===== config.mk =====
export PLATFORM = sky130hd
export DESIGN_NAME = disp_freq_scan_flat
export DESIGN_NICKNAME = d
export VERILOG_FILES = /design/src/rtl/disp_pkg.sv /design/src/rtl/disp_freq_scan_if.sv /design/src/rtl/seg7_decode.sv /design/src/rtl/disp_freq_scan.sv /design/src/flat_wrapper.sv
export SDC_FILE = /design/constraint.sdc
export NUM_CORES = 1
export LEC_CHECK = 0
export BUFFER_PORTS_ARGS = -buffer_cell sky130_fd_sc_hd__clkbuf_2
export CAP_MARGIN = 10
export CORE_ASPECT_RATIO = 0.7
export CORE_MARGIN = 2
export CORE_UTILIZATION = 25
export DETAILED_ROUTE_END_ITERATION = 6
export SLEW_MARGIN = 10
export SYNTH_ARGS = -nofsm -noshare
export SYNTH_HDL_FRONTEND = slang
export SYNTH_SLANG_ARGS = --single-unit
export TNS_END_PERCENT = 10

===== constraint.sdc =====
create_clock -name clk -period 2.7 [get_ports clk]
set_input_delay 0.81 -clock clk [delete_from_list [all_inputs] [get_ports clk]]
set_output_delay 0.81 -clock clk [all_outputs]
set_load 0.01 [all_outputs]

===== src/rtl/disp_pkg.sv =====
// Shared constants and types for the multiplexed 7-segment display driver.
// Segment bit order is a,b,c,d,e,f,g from bit 6 down to bit 0.
package disp_pkg;

    typedef logic [6:0] seg_t;

    localparam int MAX_DIGITS = 8;

    localparam seg_t SEG_0     = 7'b1111110;
    localparam seg_t SEG_1     = 7'b0110000;
    localparam seg_t SEG_2     = 7'b1101101;
    localparam seg_t SEG_3     = 7'b1111001;
    localparam seg_t SEG_4     = 7'b0110011;
    localparam seg_t SEG_5     = 7'b1011011;
    localparam seg_t SEG_6     = 7'b1011111;
    localparam seg_t SEG_7     = 7'b1110000;
    localparam seg_t SEG_8     = 7'b1111111;
    localparam seg_t SEG_9     = 7'b1110011;
    localparam seg_t SEG_A     = 7'b1110111;
    localparam seg_t SEG_B     = 7'b0011111;
    localparam seg_t SEG_C     = 7'b0001101;
    localparam seg_t SEG_D     = 7'b0111101;
    localparam seg_t SEG_E     = 7'b1001111;
    localparam seg_t SEG_F     = 7'b1000111;
    localparam seg_t SEG_BLANK = 7'b0000000;

endpackage


===== src/rtl/disp_freq_scan_if.sv =====
// Value/strobe inputs and display pin outputs of the scan driver.
// master drives value/load/blank; slave is the driver itself.
interface disp_freq_scan_if
    import disp_pkg::*;
#(
    parameter int DIGITS = 4
);

    logic [4*DIGITS-1:0] value;
    logic                load;
    logic                blank;
    seg_t                seg_out;
    logic [DIGITS-1:0]   an_out;
    logic                frame_tick;

    modport master (
        output value, load, blank,
        input  seg_out, an_out, frame_tick
    );

    modport slave (
        input  value, load, blank,
        output seg_out, an_out, frame_tick
    );

endinterface


===== src/rtl/seg7_decode.sv =====
// Combinational hex nibble to 7-segment pattern decoder.
// Output is active-high, bit6..bit0 = a..g.
module seg7_decode
    import disp_pkg::*;
(
    input  logic [3:0] hex,
    output seg_t       seg
);

    always_comb begin
        seg = SEG_BLANK;
        unique case (hex)
            4'h0: seg = SEG_0;
            4'h1: seg = SEG_1;
            4'h2: seg = SEG_2;
            4'h3: seg = SEG_3;
            4'h4: seg = SEG_4;
            4'h5: seg = SEG_5;
            4'h6: seg = SEG_6;
            4'h7: seg = SEG_7;
            4'h8: seg = SEG_8;
            4'h9: seg = SEG_9;
            4'hA: seg = SEG_A;
            4'hB: seg = SEG_B;
            4'hC: seg = SEG_C;
            4'hD: seg = SEG_D;
            4'hE: seg = SEG_E;
            4'hF: seg = SEG_F;
        endcase
    end

endmodule


===== src/rtl/disp_freq_scan.sv =====
// Multiplexed 7-segment driver with frame-synchronous value commit
// and optional leading-zero blanking.
module disp_freq_scan
    import disp_pkg::*;
#(
    parameter int DIGITS      = 4,
    parameter int REFRESH_DIV = 50000,
    parameter bit BLANK_LZ    = 1'b1
)(
    input  logic           clk,
    input  logic           rst,
    disp_freq_scan_if.slave bus
);

    localparam int PW = (REFRESH_DIV > 1) ? $clog2(REFRESH_DIV) : 1;
    localparam int IW = (DIGITS > 1) ? $clog2(DIGITS) : 1;
    localparam int VW = 4 * DIGITS;

    localparam logic [PW-1:0] PRE_LAST = PW'(REFRESH_DIV - 1);
    localparam logic [IW-1:0] IDX_LAST = IW'(DIGITS - 1);

    logic [PW-1:0]     pre_q, pre_d;
    logic [IW-1:0]     idx_q, idx_d;
    logic [VW-1:0]     shadow_q, shadow_d;
    logic [VW-1:0]     disp_q, disp_d;
    logic              pend_q, pend_d;
    logic              fb_q, fb_d;
    logic              tick_q, tick_d;
    seg_t              seg_q, seg_d;
    logic [DIGITS-1:0] an_q, an_d;

    logic              tc;
    logic              fb;
    logic [3:0]        cur_hex;
    logic              cur_dark;
    logic              zero_run;
    logic [DIGITS-1:0] onehot;
    seg_t              cur_seg;

    seg7_decode u_dec (
        .hex (cur_hex),
        .seg (cur_seg)
    );

    always_ff @(posedge clk or posedge rst) begin
        if (rst) begin
            pre_q    <= '0;
            idx_q    <= '0;
            shadow_q <= '0;
            disp_q   <= '0;
            pend_q   <= 1'b0;
            fb_q     <= 1'b0;
            tick_q   <= 1'b0;
            seg_q    <= SEG_BLANK;
            an_q     <= '0;
        end else begin
            pre_q    <= pre_d;
            idx_q    <= idx_d;
            shadow_q <= shadow_d;
            disp_q   <= disp_d;
            pend_q   <= pend_d;
            fb_q     <= fb_d;
            tick_q   <= tick_d;
            seg_q    <= seg_d;
            an_q     <= an_d;
        end
    end

    always_comb begin
        tc    = (pre_q == PRE_LAST);
        fb    = tc && (idx_q == IDX_LAST);
        pre_d = tc ? '0 : pre_q + PW'(1);
        idx_d = idx_q;
        if (tc) begin
            idx_d = (idx_q == IDX_LAST) ? '0 : idx_q + IW'(1);
        end

        shadow_d = bus.load ? bus.value : shadow_q;
        disp_d   = disp_q;
        pend_d   = pend_q;
        // A load on the boundary itself bypasses the shadow stage.
        if (bus.load && fb) begin
            disp_d = bus.value;
            pend_d = 1'b0;
        end else if (fb) begin
            if (pend_q) begin
                disp_d = shadow_q;
            end
            pend_d = 1'b0;
        end else if (bus.load) begin
            pend_d = 1'b1;
        end

        // Extra stage aligns the tick with an_out returning to digit 0.
        fb_d   = fb;
        tick_d = fb_q;
    end

    always_comb begin
        cur_hex  = '0;
        cur_dark = 1'b0;
        zero_run = 1'b1;
        onehot   = '0;
        for (int i = DIGITS - 1; i >= 0; i--) begin
            zero_run = zero_run && (disp_q[4*i +: 4] == 4'h0);
            if (idx_q == IW'(i)) begin
                cur_hex   = disp_q[4*i +: 4];
                cur_dark  = BLANK_LZ && zero_run && (i != 0);
                onehot[i] = 1'b1;
            end
        end

        an_d  = bus.blank ? '0 : onehot;
        seg_d = (bus.blank || cur_dark) ? SEG_BLANK : cur_seg;
    end

    assign bus.seg_out    = seg_q;
    assign bus.an_out     = an_q;
    assign bus.frame_tick = tick_q;

endmodule

===== src/flat_wrapper.sv =====
// flat-port wrapper written by rule: the top's interface ports become plain ports
module disp_freq_scan_flat import disp_pkg::*;
#(
    parameter int DIGITS      = 4,
    parameter int REFRESH_DIV = 50000,
    parameter bit BLANK_LZ    = 1'b1
)
  (clk, rst, bus_value, bus_load, bus_blank, bus_seg_out, bus_an_out, bus_frame_tick);
  disp_freq_scan_if #(.DIGITS(DIGITS)) bus_i ();
  input  logic clk;
  input  logic rst;
  input wire logic [$bits(bus_i.value)-1:0] bus_value;
  input wire logic [$bits(bus_i.load)-1:0] bus_load;
  input wire logic [$bits(bus_i.blank)-1:0] bus_blank;
  output wire logic [$bits(bus_i.seg_out)-1:0] bus_seg_out;
  output wire logic [$bits(bus_i.an_out)-1:0] bus_an_out;
  output wire logic [$bits(bus_i.frame_tick)-1:0] bus_frame_tick;
  assign bus_i.value = bus_value;
  assign bus_i.load = bus_load;
  assign bus_i.blank = bus_blank;
  assign bus_seg_out = bus_i.seg_out;
  assign bus_an_out = bus_i.an_out;
  assign bus_frame_tick = bus_i.frame_tick;
  disp_freq_scan #(.DIGITS(DIGITS), .REFRESH_DIV(REFRESH_DIV), .BLANK_LZ(BLANK_LZ)) u_core (.clk(clk), .rst(rst), .bus(bus_i));
endmodule

==> reports/metrics.csv <==
stage;metric;value;unit
synthesis;syn_inst;245;
detailed_routing;routed_via_density;4.234;
floorplanning;fp-row-count;33;
clock_network;htree_num_levels;3;
global_routing;grt_util_met3;0.03775;
timing;fmax;404.5;MHz
place;hpwl;4.072;mm
global_routing;use_met2;0.1467;
synthesis;ys_types;43;
critical_path;arrival;2.68;ns
detailed_routing;vias;1884;
final_layout;layout_commonest_cell;dfrtp_1;
timing;fin_skew;0.009521;ns
timing;tns;0;ns
floorplanning;ios;32;
final_layout;diodes;0;
power;power_density;616.9;mW/mm^2
power;p_comb_frac;0.042;
critical_path;crit_fanout;12;
clock_network;ctsResizeCount;0;
detailed_routing;wire_per_inst;12.98;microns
min_path;min-delay-start;u_core.fb_q$_DFF_PP0_;
detailed_routing;drt-initial-drc-count;75;
detailed_routing;dr.pass1.iters;4;
critical_path;startpoint;u_core.idx_q[0]$_DFFE_PP0N_;
clock_network;cts_root_buf;clkbuf_16;
run_status;status;completed;
final_layout;area_growth;22.26;%
detailed_routing;ant_nets;0;
synthesis;netlist_area;0.002973;sq mm
synthesis;async_flop_share;1.000;
timing;slew_violations;0;
clock_network;holdBufCountCts;0;
timing;hold_viol_final;0;
critical_path;worst-setup-path-type;reg -> reg;
timing;final.min_clock_period;2.472;ns
min_path;worst_hold_path_type;reg -> reg;
global_routing;track_usage;0.1027;
detailed_routing;route.detailed.drc;0;
synthesis;yosys.area.top_type;dfrtp_1;
power;power_frac_clock;0.514;
critical_path;end_kind;flop;
global_routing;grt_pass1_vias;2003;
floorplanning;die_y;95.24;microns
power;switching_share;0.2110;
global_routing;top_usage_layer;met2;
critical_path;r2r_start;u_core.idx_q[0]$_DFFE_PP0N_;
clock_network;clock_latency;0.33;ns
timing;slew_headroom;0.6863;
synthesis;synth.area.top_cells;dfrtp_1 (54%), mux2_2 (8.7%), mux2_4 (4.5%);
floorplanning;initial_core_util;0.2553;
timing;worst_pin_slew;0.4670;ns
floorplanning;dieArea;0.01279;sq mm
floorplanning;dieWidth;134.3;microns
synthesis;ys_ff_latch;64;
place;portBuffers;31;
final_layout;final_cell_mix;dfrtp_1 (64), clkbuf_2 (31), mux2_2 (23), nor2_1 (21), inv_1 (11);
timing;finalSetupViolCount;0;
power;switchingPower;0.4732;mW
detailed_routing;drt_wl_total;5.775;mm
clock_network;clkSinkCount;64;
synthesis;yosysSeqAreaShare;0.5387;
synthesis;ys.flop_type;dfrtp_1;
clock_network;cts_setup_buffers;0;
timing;min_period_over_period;0.9155;
global_routing;grt_pass1_wl;9.991;mm
final_layout;drive_gt1_frac;0.3125;
flow_run;max_cap_viol_count;0;
synthesis;synthesis.nets;275;
clock_network;cts_tree;done;
timing;grt_setup_unrepaired;no;
synthesis;synth_edf_count;0;
synthesis;yosysWarningCount;0;
clock_network;clk_pin_slew;0.06;ns
power;sequentialPowerShare;0.444;
timing;hold_slack;0.3588;ns
place;place.gp.congestion;0.8359;
power;p_int;1.769;mW
global_routing;grt_max_degree;65;
critical_path;start_kind;flop;
floorplanning;coreArea;0.01164;sq mm
power;p_leak;1.761;nW
critical_path;critPathRequiredTime;2.91;ns
global_routing;met1_usage;0.1395;
clock_network;clockBufferDepth;2;
clock_network;cts_buffers;9;
synthesis;yosys.area.top_type_share;0.5387;
synthesis;syn_area_per_cell;12.13;sq um
global_routing;grt-ovfl-total;0;
final_layout;nNetsFinal;313;
power;ir_drop;0.2938;mV
global_routing;grt_antenna_before_repair;0;
==> area by class of cell <==
cell class / instances / area [sq um]
fill: 1192 / 8009
sequential: 64 / 1602
multi-input combinational: 159 / 1280
clock buffer: 11 / 242.7
timing repair buffer: 37 / 212.7
tap: 157 / 196.4
clock inverter: 5 / 56.30
inverter: 12 / 45.04
==> power by group through the flow <==
stage	logic (mW)	registers, mW	clock network, mW
3_5_place_dp	0.0981	1.01	0
6_report	0.0940	0.996	1.15
2_1_floorplan	0.0544	1.01	0
4_1_cts	0.0980	0.996	1.18
3_3_place_gp	0.0952	1.01	0
5_1_grt	0.106	0.999	1.24
==> worst max-delay path, cell delays in order, from the launching register on <==
cell	delay (ns)
dfrtp_1	0.41
inv_1	0.11
ha_1	0.40
a211oi_1	0.08
a211o_1	0.41
inv_1	0.12
ha_1	0.19
inv_1	0.05
or2_2	0.31
a31oi_1	0.18
a21oi_1	0.08
==> metal layers <==
metal,share of wire,up-vias
li1,-,926
met1,0.52,916
met2,0.42,33
met3,0.045,9
met4,0.015,0
met5,0,-
==> through the flow <==
stage	cells	cell area (sq um)	power, mW	utilization	worst slack (ns)
6_report	445	3635	2.242	0.3122	0.2281
5_1_grt	445	3635	2.341	0.3122	0.05503
4_1_cts	445	3635	2.274	0.3122	0.2137
3_5_place_dp	429	3336	1.111	0.2865	0.2286
3_3_place_gp	429	3336	1.107	0.2865	0.3699
2_1_floorplan	245	2973	1.068	-	0.2919
==> Yosys cell counts, drive strengths merged (3+ instances only) <==
master / instances
ha: 10
mux2i: 3
nand2: 9
nand3: 8
clkbuf: 7
nand3b: 3
nor2: 21
xnor2: 5
dfrtp: 64
o21ai: 4
inv: 12
xor2: 9
mux2: 32
a211oi: 6
and3: 3
a21oi: 5
nor3: 8
nor2b: 7
buf: 3
==> state kept, by name, indices dropped and copies added, names as in the netlist <==
name	count
u_core.bus.seg_out	7
u_core.bus.frame_tick	1
u_core.bus.an_out	4
u_core.shadow_q	16
u_core.idx_q	2
u_core.pre_q	16
u_core.pend_q	1
u_core.disp_q	16
u_core.fb_q	1
==> cells by family (layout without fill, tap and decap cells) <==
kind of cell | count (synthesis) | count (layout) | share of synthesized area
muxes | 35 | 35 | 0.1427
adders and majority gates | 10 | 10 | 0.04209
AOI/OAI and AO/OA | 26 | 26 | 0.06271
xor gates and xnor gates | 14 | 14 | 0.04125
and+or+nand+nor | 74 | 74 | 0.1418
DFF | 64 | 64 | 0.5387
buffers and inverters | 22 | 65 | 0.03072
==> path summary, 6_finish.rpt <==
check | endpoint | slack (ns) | cells past startpoint
setup / recovery | u_core.bus.seg_out[3]$_DFF_PP0_ | 0.23 | 10
hold / removal | u_core.bus.frame_tick$_DFF_PP0_ | 0.36 | 0
setup reg to reg | u_core.bus.seg_out[3]$_DFF_PP0_ | 0.23 | 10
hold reg to reg | u_core.bus.frame_tick$_DFF_PP0_ | 0.36 | 0
max in group asynchronous | u_core.shadow_q[6]$_DFFE_PP0P_ | 1.91 | 3
min in group asynchronous | u_core.pre_q[4]$_DFF_PP0_ | 0.53 | 3
Note: power is estimated with default switching activity, not from simulation.
